`src/rtl/bounce_gen.sv`:
```
// rtl/bounce_gen.sv - mechanical switch contact bounce emulator
//
// Purpose: turns a clean commanded level into a contact-like waveform.
// On a level change: first contact, a pseudo-random bouncing phase, a
// guaranteed-stable hold phase, then a one-cycle done pulse.
//
// Ports:
//   clk       system clock, rising-edge active
//   reset     asynchronous, active-high reset
//   level_in  clean commanded switch level (synchronous to clk)
//   sw_out    emulated contact output with bounce (registered)
//   busy      high while a transition sequence is in progress
//   done      one-cycle pulse when a sequence completes (registered)

module bounce_gen #(
  parameter int          TICK_M       = 50_000,
  parameter int          BOUNCE_TICKS = 40,
  parameter int          HOLD_TICKS   = 80,
  parameter logic [15:0] SEED         = 16'hACE1
) (
  input  logic clk,
  input  logic reset,
  input  logic level_in,
  output logic sw_out,
  output logic busy,
  output logic done
);

  localparam int CW = $clog2(TICK_M);
  localparam int BW = $clog2(BOUNCE_TICKS + 1);
  localparam int HW = $clog2(HOLD_TICKS + 1);

  generate
    if (SEED == 16'h0000) begin : g_bad_seed
      $error("bounce_gen: SEED must be non-zero, an all-zero LFSR never advances");
    end
    if (TICK_M < 2) begin : g_bad_tick
      $error("bounce_gen: TICK_M must be 2 or more");
    end
    if (BOUNCE_TICKS < 1 || HOLD_TICKS < 1) begin : g_bad_ticks
      $error("bounce_gen: BOUNCE_TICKS and HOLD_TICKS must be 1 or more");
    end
  endgenerate

  typedef enum logic [1:0] {
    STABLE = 2'd0,
    BOUNCE = 2'd1,
    SETTLE = 2'd2
  } state_t;

  state_t        state;
  logic          tgt;
  logic [CW-1:0] cnt;
  logic [BW-1:0] bcnt;
  logic [HW-1:0] hcnt;
  logic [15:0]   lfsr;
  logic [15:0]   lfsr_next;
  logic          tick;

  assign tick      = (cnt == CW'(TICK_M - 1));
  // Galois right-shift form, taps 16,14,13,11.
  assign lfsr_next = (lfsr >> 1) ^ (lfsr[0] ? 16'hB400 : 16'h0000);
  assign busy      = (state != STABLE);

  always_ff @(posedge clk or posedge reset) begin
    if (reset) begin
      state  <= STABLE;
      tgt    <= 1'b0;
      sw_out <= 1'b0;
      done   <= 1'b0;
      cnt    <= '0;
      bcnt   <= '0;
      hcnt   <= '0;
      lfsr   <= SEED;
    end else begin
      done <= 1'b0;
      cnt  <= tick ? '0 : cnt + 1'b1;

      case (state)
        STABLE: begin
          sw_out <= tgt;
          if (level_in != tgt) begin
            // First contact lands immediately; the tick phase restarts so
            // the sequence length is independent of where the counter was.
            tgt    <= level_in;
            sw_out <= level_in;
            bcnt   <= BW'(BOUNCE_TICKS);
            cnt    <= '0;
            state  <= BOUNCE;
          end
        end

        BOUNCE: begin
          if (tick) begin
            if (bcnt > BW'(1)) begin
              lfsr   <= lfsr_next;
              sw_out <= lfsr_next[0];
              bcnt   <= bcnt - 1'b1;
            end else begin
              sw_out <= tgt;
              hcnt   <= HW'(HOLD_TICKS);
              state  <= SETTLE;
            end
          end
        end

        SETTLE: begin
          sw_out <= tgt;
          if (tick) begin
            hcnt <= hcnt - 1'b1;
            if (hcnt == HW'(1)) begin
              state <= STABLE;
              done  <= 1'b1;
            end
          end
        end

        default: state <= STABLE;
      endcase
    end
  end

endmodule

```
`config.mk`:
```
export PLATFORM = sky130hd
export DESIGN_NAME = bounce_gen
export DESIGN_NICKNAME = d
export VERILOG_FILES = /design/src/rtl/bounce_gen.sv
export SDC_FILE = /design/constraint.sdc
export NUM_CORES = 1
export LEC_CHECK = 0
export ABC_AREA = 1
export CAP_MARGIN = 40
export CORE_MARGIN = 8
export CORE_UTILIZATION = 39
export DETAILED_ROUTE_END_ITERATION = 6
export GPL_TIMING_DRIVEN = 0
export PLACE_DENSITY = 0.62
export SYNTH_ARGS = -nofsm -noshare
export SYNTH_HDL_FRONTEND = slang
export SYNTH_SLANG_ARGS = --single-unit
```
`constraint.sdc`:
```
create_clock -name clk -period 3 [get_ports clk]
set_clock_uncertainty 0.2 [all_clocks]
set_input_delay 0.75 -clock clk [delete_from_list [all_inputs] [get_ports clk]]
set_output_delay 0.75 -clock clk [all_outputs]
set_load 0.02 [all_outputs]
```
==> metrics, run 1 <==
Relative slew margins=67.0%; residual DRC count=0; sequential fraction of the synthesis area=around 43%; # setup viols final=0; Wirelength per Cell=11.3 um; total CTS buffers=5; synthesized instance count=~360; CP endpoint kind=output pin; worst-margin pin slew=around 0.49 ns; largest net degree at the start of global routing=30; final period utilization=a little over nine tenths; GRT overflow=0; TritonCTS clock tree=built; Final Power=roughly 2500 uW; Initial Util=between 40 and 50%; Worst EP required=a little over 2 ns; H-tree Lvls=2; PnR worst setup slack=~0.17 ns; Final Net Count=approximately 390; Port Buffer Count=5; root buf cell=clkbuf_8; Post-Route WL=5320 um; initial antenna violation count=0; cts repair resizes=0; routed vias=2214; final non-filler cell total=470; outcome=completed; max-cap viol count=0; hold-fix buffers at CTS=0; area share of the largest cell type after synthesis=a little over a third; Avg Vias per Cell=4.71; I/O pin cnt=6; Core Area=slightly above 7000 um2; Pre-antenna DRT Iters=4; startpoint types=flop; postcts setup bufs=0; Hold/Removal Path Class=reg -> reg; Min Clock Period, post-route=2.83 ns; pre-CTS setup slack=0.477 ns; end point of the critical path=busy; chip height=102 um; WHS Path Cells=1; Skew-Pair Late Insertion Delay=roughly 0.31 ns; Die X=around 100 um; DR iter-0 viols=between 80 and 90; routability cong.=between 0.9 and 1; Tot GR Track Use=11.4%; biggest area consumer among synthesized cells=dfrtp_1; flop2flop setup slack=roughly 0.99 ns; fin util=about 44%; CP Launch Point=state[0]; synth top area cells=dfrtp_1 36%, nand2_1 11%, dfstp_2 7.2%; Final Hold Fails=0; synthesized cell area=between 2000 and 3000 um2; number of global-route vias before repair=~2200; Pwr Density=~770 nW/um2; syn nets=roughly 370; Post-DRT Antenna Nets=0; first-pass GRT wire length=just under 10000 um; Synth cell types=37; Reg clk slew, reported paths=about 0.11 ns; deepest clock path buffer count=2; reg2reg end=hcnt[0]; sum of negative setup slack=0 ns; Lkg Pwr=0.00151 uW; Die Area=10500 um2; synthesized area per cell=8.15 um2; Area Overhead vs Synth=10.7%; Synthesis Warnings=0; post-DP HPWL=just under 4000 um; placed insts=roughly 460; ratio of cells with drive above 1 in the final layout=a little under a fifth; r2r worst-path depth=11; critical path arrival=between 1.5 and 2 ns; Max Clock Freq=354 MHz; RSZ-0062 raised after global routing=false; clk sink count=50; Yosys reg bits=50; Worst VDD drop=slightly above 0.5 mV; CP Class=reg -> out; Max FO, Critical Path=7; Antenna Cells=0; R2R Path Start=bcnt[0]; Slew Limit Fails=0; # rows=31
==> worst min path at each step <==
stage            start       to  slack [ns]
2_1_floorplan   cnt[0]   cnt[0]        0.23
3_3_place_gp   lfsr[5]  lfsr[5]        0.25
3_5_place_dp   lfsr[7]  lfsr[7]        0.26
4_1_cts        lfsr[7]  lfsr[7]        0.27
5_1_grt        lfsr[7]  lfsr[7]        0.28
6_report        cnt[0]   cnt[0]        0.26
==> layout make-up <==
type	instances	area, um2
plain buffers	9	86.3
well taps	99	124
multi-input cells	259	1410
inverters	39	150
fillers	732	4030
clock inverters	3	47.5
repair buffers	6	70.1
flip-flops and latches	50	1260
clock buffers	5	68.8
==> cell usage after synthesis (all sizes together) <==
library cell    n
a211oi          1
a21oi          10
a31o            1
and2            1
buf             8
clkbuf          1
clkinv          1
dfrtp          42
dfstp           8
ha             12
inv            38
nand2         107
nand3          27
nand3b          1
nand4           9
nor2           47
nor3            6
nor3b           3
o21ai          18
o21bai          3
or2             1
xnor2           6
xor2            6
==> worst max-delay path: stages (launching register included) <==
cell             delay (ns)
dfrtp_1                0.42
inv_1                  0.10
ha_1                   0.28
inv_1                  0.15
clkdlybuf4s50_1        0.63
==> cell families after synthesis <==
group | Yosys count | synth area share (%)
buf+inv | 48 | 8.12
flops | 50 | 43.3
fa+ha+maj | 12 | 5.16
simple gates | 202 | 32.3
xor+xnor | 12 | 3.61
compound gates | 33 | 7.44
==> through the flow <==
stage	hold slack (ns)	cell area [um2]
after floorplan	0.233	2910
after global placement	0.250	3080
after detailed placement	0.256	3100
after CTS	0.273	3220
after global routing	0.280	3220
final	0.265	3220
==> state kept, by name, indices dropped and copies added, names as in the netlist <==
name    count
bcnt        6
sw_out      1
hcnt        7
cnt        16
lfsr       16
tgt         1
state       2
done        1
==> layout by cell type (no fill, tap or decap), types with 2 or more instances in the layout <==
master and n:
nor2_1 38, dfstp_2 8, nand4_1 9, o21ai_0 5, inv_6 2, nand3_1 26, nor2_2 8, nor3_1 6
clkdlybuf4s50_1 5, buf_12 2, xor2_1 6, o21ai_1 6, dfrtp_1 42, o21ai_2 7, clkbuf_8 5, o21bai_1 3
nand2_2 19, xnor2_1 6, buf_4 2, inv_1 35, inv_2 2, buf_2 2, ha_1 12, nor3b_1 3
a21oi_1 9, nand2_1 87, buf_6 2
==> power by group <==
part / internal (uW) / switching (uW) / total, uW
Clock: 255 / 249 / 504
Sequential: 795 / 112 / 907
Combinational: 420 / 648 / 1070
==> metal layers <==
metal,vias up,wire length (um),global-route usage [%],share of wire (%)
met5,-,0,0,0
li1,1157,-,-,-
met4,0,62,3.39,1.2
met1,1027,2770,15.1,52
met3,6,172,2.38,3.2
met2,24,2320,18.2,44
(Power assumes the default switching activity.)
==> run 2, diff against run 1 <==
- CELL_PAD_IN_SITES_DETAIL_PLACEMENT: default -> 1
- CELL_PAD_IN_SITES_GLOBAL_PLACEMENT: default -> 1
- PLACE_DENSITY: 0.62 -> 0.76
==> metrics, run 2 (synthesis gave the netlist of run 1 again) <==
CP Class=reg -> out; commonest non-fill, non-tap cell in the layout=nand2_1; final period utilization=between 90% and 100%; H-tree Lvls=2; initial antenna violation count=0; worst-path cell chain=inv_1 -> ha_1 -> inv_1 -> clkdlybuf4s50_1; Pre-antenna DRT Iters=4; DR iter-0 viols=80; Initial Util=between 40% and 50%; largest registers=cnt (16), lfsr (16), hcnt (7); Lkg Pwr=~0.0015 uW; chip height=102 um; cts repair resizes=0; Skew-Pair Late Insertion Delay=approximately 0.31 ns; deepest clock path buffer count=2; outcome=completed; Critical Path Max Stage Delay=0.63 ns; ratio of cells with drive above 1 in the final layout=between 10% and 20%; Hold/Removal Path Class=reg -> reg; worst-margin pin slew=between 0.5 and 0.6 ns; final hold slack=0.272 ns; most frequent cells in the layout=87 x nand2_1, 42 x dfrtp_1, 38 x nor2_1, 35 x inv_1, 26 x nand3_1; number of global-route vias before repair=between 2000 and 2500; residual DRC count=0; Final Power=between 2000 and 3000 uW; # setup viols final=0; RSZ-0062 raised after global routing=false; Avg Vias per Cell=slightly below 5; Reg clk slew, reported paths=0.10 ns; Worst EP required=approximately 2.1 ns; max-cap viol count=0; Pwr Density=between 700 and 800 nW/um2; I/O pin cnt=6; largest net degree at the start of global routing=27; Core Area=7250 um2; cell family contributing the most delay on the critical path=buffers and inverters; GRT overflow=0; Slew Limit Fails=0; Tot GR Track Use=13.9%; postcts setup bufs=0; Wirelength per Cell=approximately 13 um; CP endpoint kind=output pin; pre-CTS setup slack=about 0.42 ns; most used cell, CP=inv_1; TritonCTS clock tree=built; Port Buffer Count=5; Max Clock Freq=351 MHz; Min Clock Period, post-route=about 2.8 ns; root buf cell=clkbuf_8; Post-DRT Antenna Nets=0; Antenna Cells=0; clk sink count=50; Die X=slightly above 100 um; PnR worst setup slack=roughly 0.15 ns; post-DP HPWL=~4600 um; routability cong.=0.788; Final Net Count=between 300 and 400; # rows=31; Worst VDD drop=between 0.4 and 0.5 mV; startpoint types=flop; hold-fix buffers at CTS=0; Die Area=between 10000 and 15000 um2; first-pass GRT wire length=about 12000 um; Buffers & Inverters on Critical Path=3; sum of negative setup slack=0 ns; Final Hold Fails=0; Area Overhead vs Synth=11.4%; routed vias=2271; total CTS buffers=5; slowest CP cell=clkdlybuf4s50_1; critical path arrival=around 1.9 ns; Relative slew margins=about three fifths; Post-Route WL=around 6200 um; Max FO, Critical Path=7
## run 2: cell count changes in the layout (fill, tap and decap cells not counted)
cell	previous run	this run
bufinv_16	1	2
inv_6	2	0
clkinv_4	0	1
## run 2: cell type report
type / count / area [um2]
Sequential cell: 50 / 1260
Clock buffer: 5 / 68.8
Clock inverter: 3 / 68.8
Fill cell: 908 / 4010
Tap cell: 99 / 124
Inverter: 39 / 150
Buffer: 9 / 86.3
Multi-Input combinational cell: 259 / 1410
Timing Repair Buffer: 6 / 70.1
## run 2: path summary, 6_finish.rpt
check | from | cells past startpoint | slack [ns] | endpoint
max in group asynchronous | reset | 3 | 1.44 | cnt[3]
setup / recovery | state[0] | 4 | 0.15 | busy
hold / removal | lfsr[6] | 2 | 0.27 | lfsr[6]
min in group asynchronous | reset | 2 | 0.62 | lfsr[4]
setup reg to reg | bcnt[0] | 11 | 0.96 | hcnt[0]
hold reg to reg | lfsr[6] | 2 | 0.27 | lfsr[6]
## run 2: worst min-delay path, stage by stage, from the launching register on
cell	delay (ns)
dfstp_2	0.39
nand2_2	0.05
nand2_1	0.04
## run 2: where the power goes
part | internal [uW] | leakage [uW] | switching (uW)
clock network | 334 | 0.0000683 | 243
registers | 795 | 0.000647 | 118
logic | 421 | 0.000800 | 680
total | 1550 | 0.00151 | 1040
## run 2: per-layer routing
| metal | GRT usage (%) | part of all wire, % | vias to the layer above |
|---|---|---|---|
| li1 | - | - | 1158 |
| met1 | 18.8 | 52 | 1095 |
| met2 | 21.6 | 45 | 12 |
| met3 | 2.52 | 1.8 | 6 |
| met4 | 4.51 | 1.3 | 0 |
| met5 | 0 | 0 | - |
## run 2: through the flow
step                instances  utilization, %  instance area [um2]
finish                    470            44.7                 3240
global route              470            44.7                 3240
CTS                       470            44.7                 3240
global placement          461            42.5                 3080
floorplan                 357               -                 2910
detailed placement        462            42.8                 3100
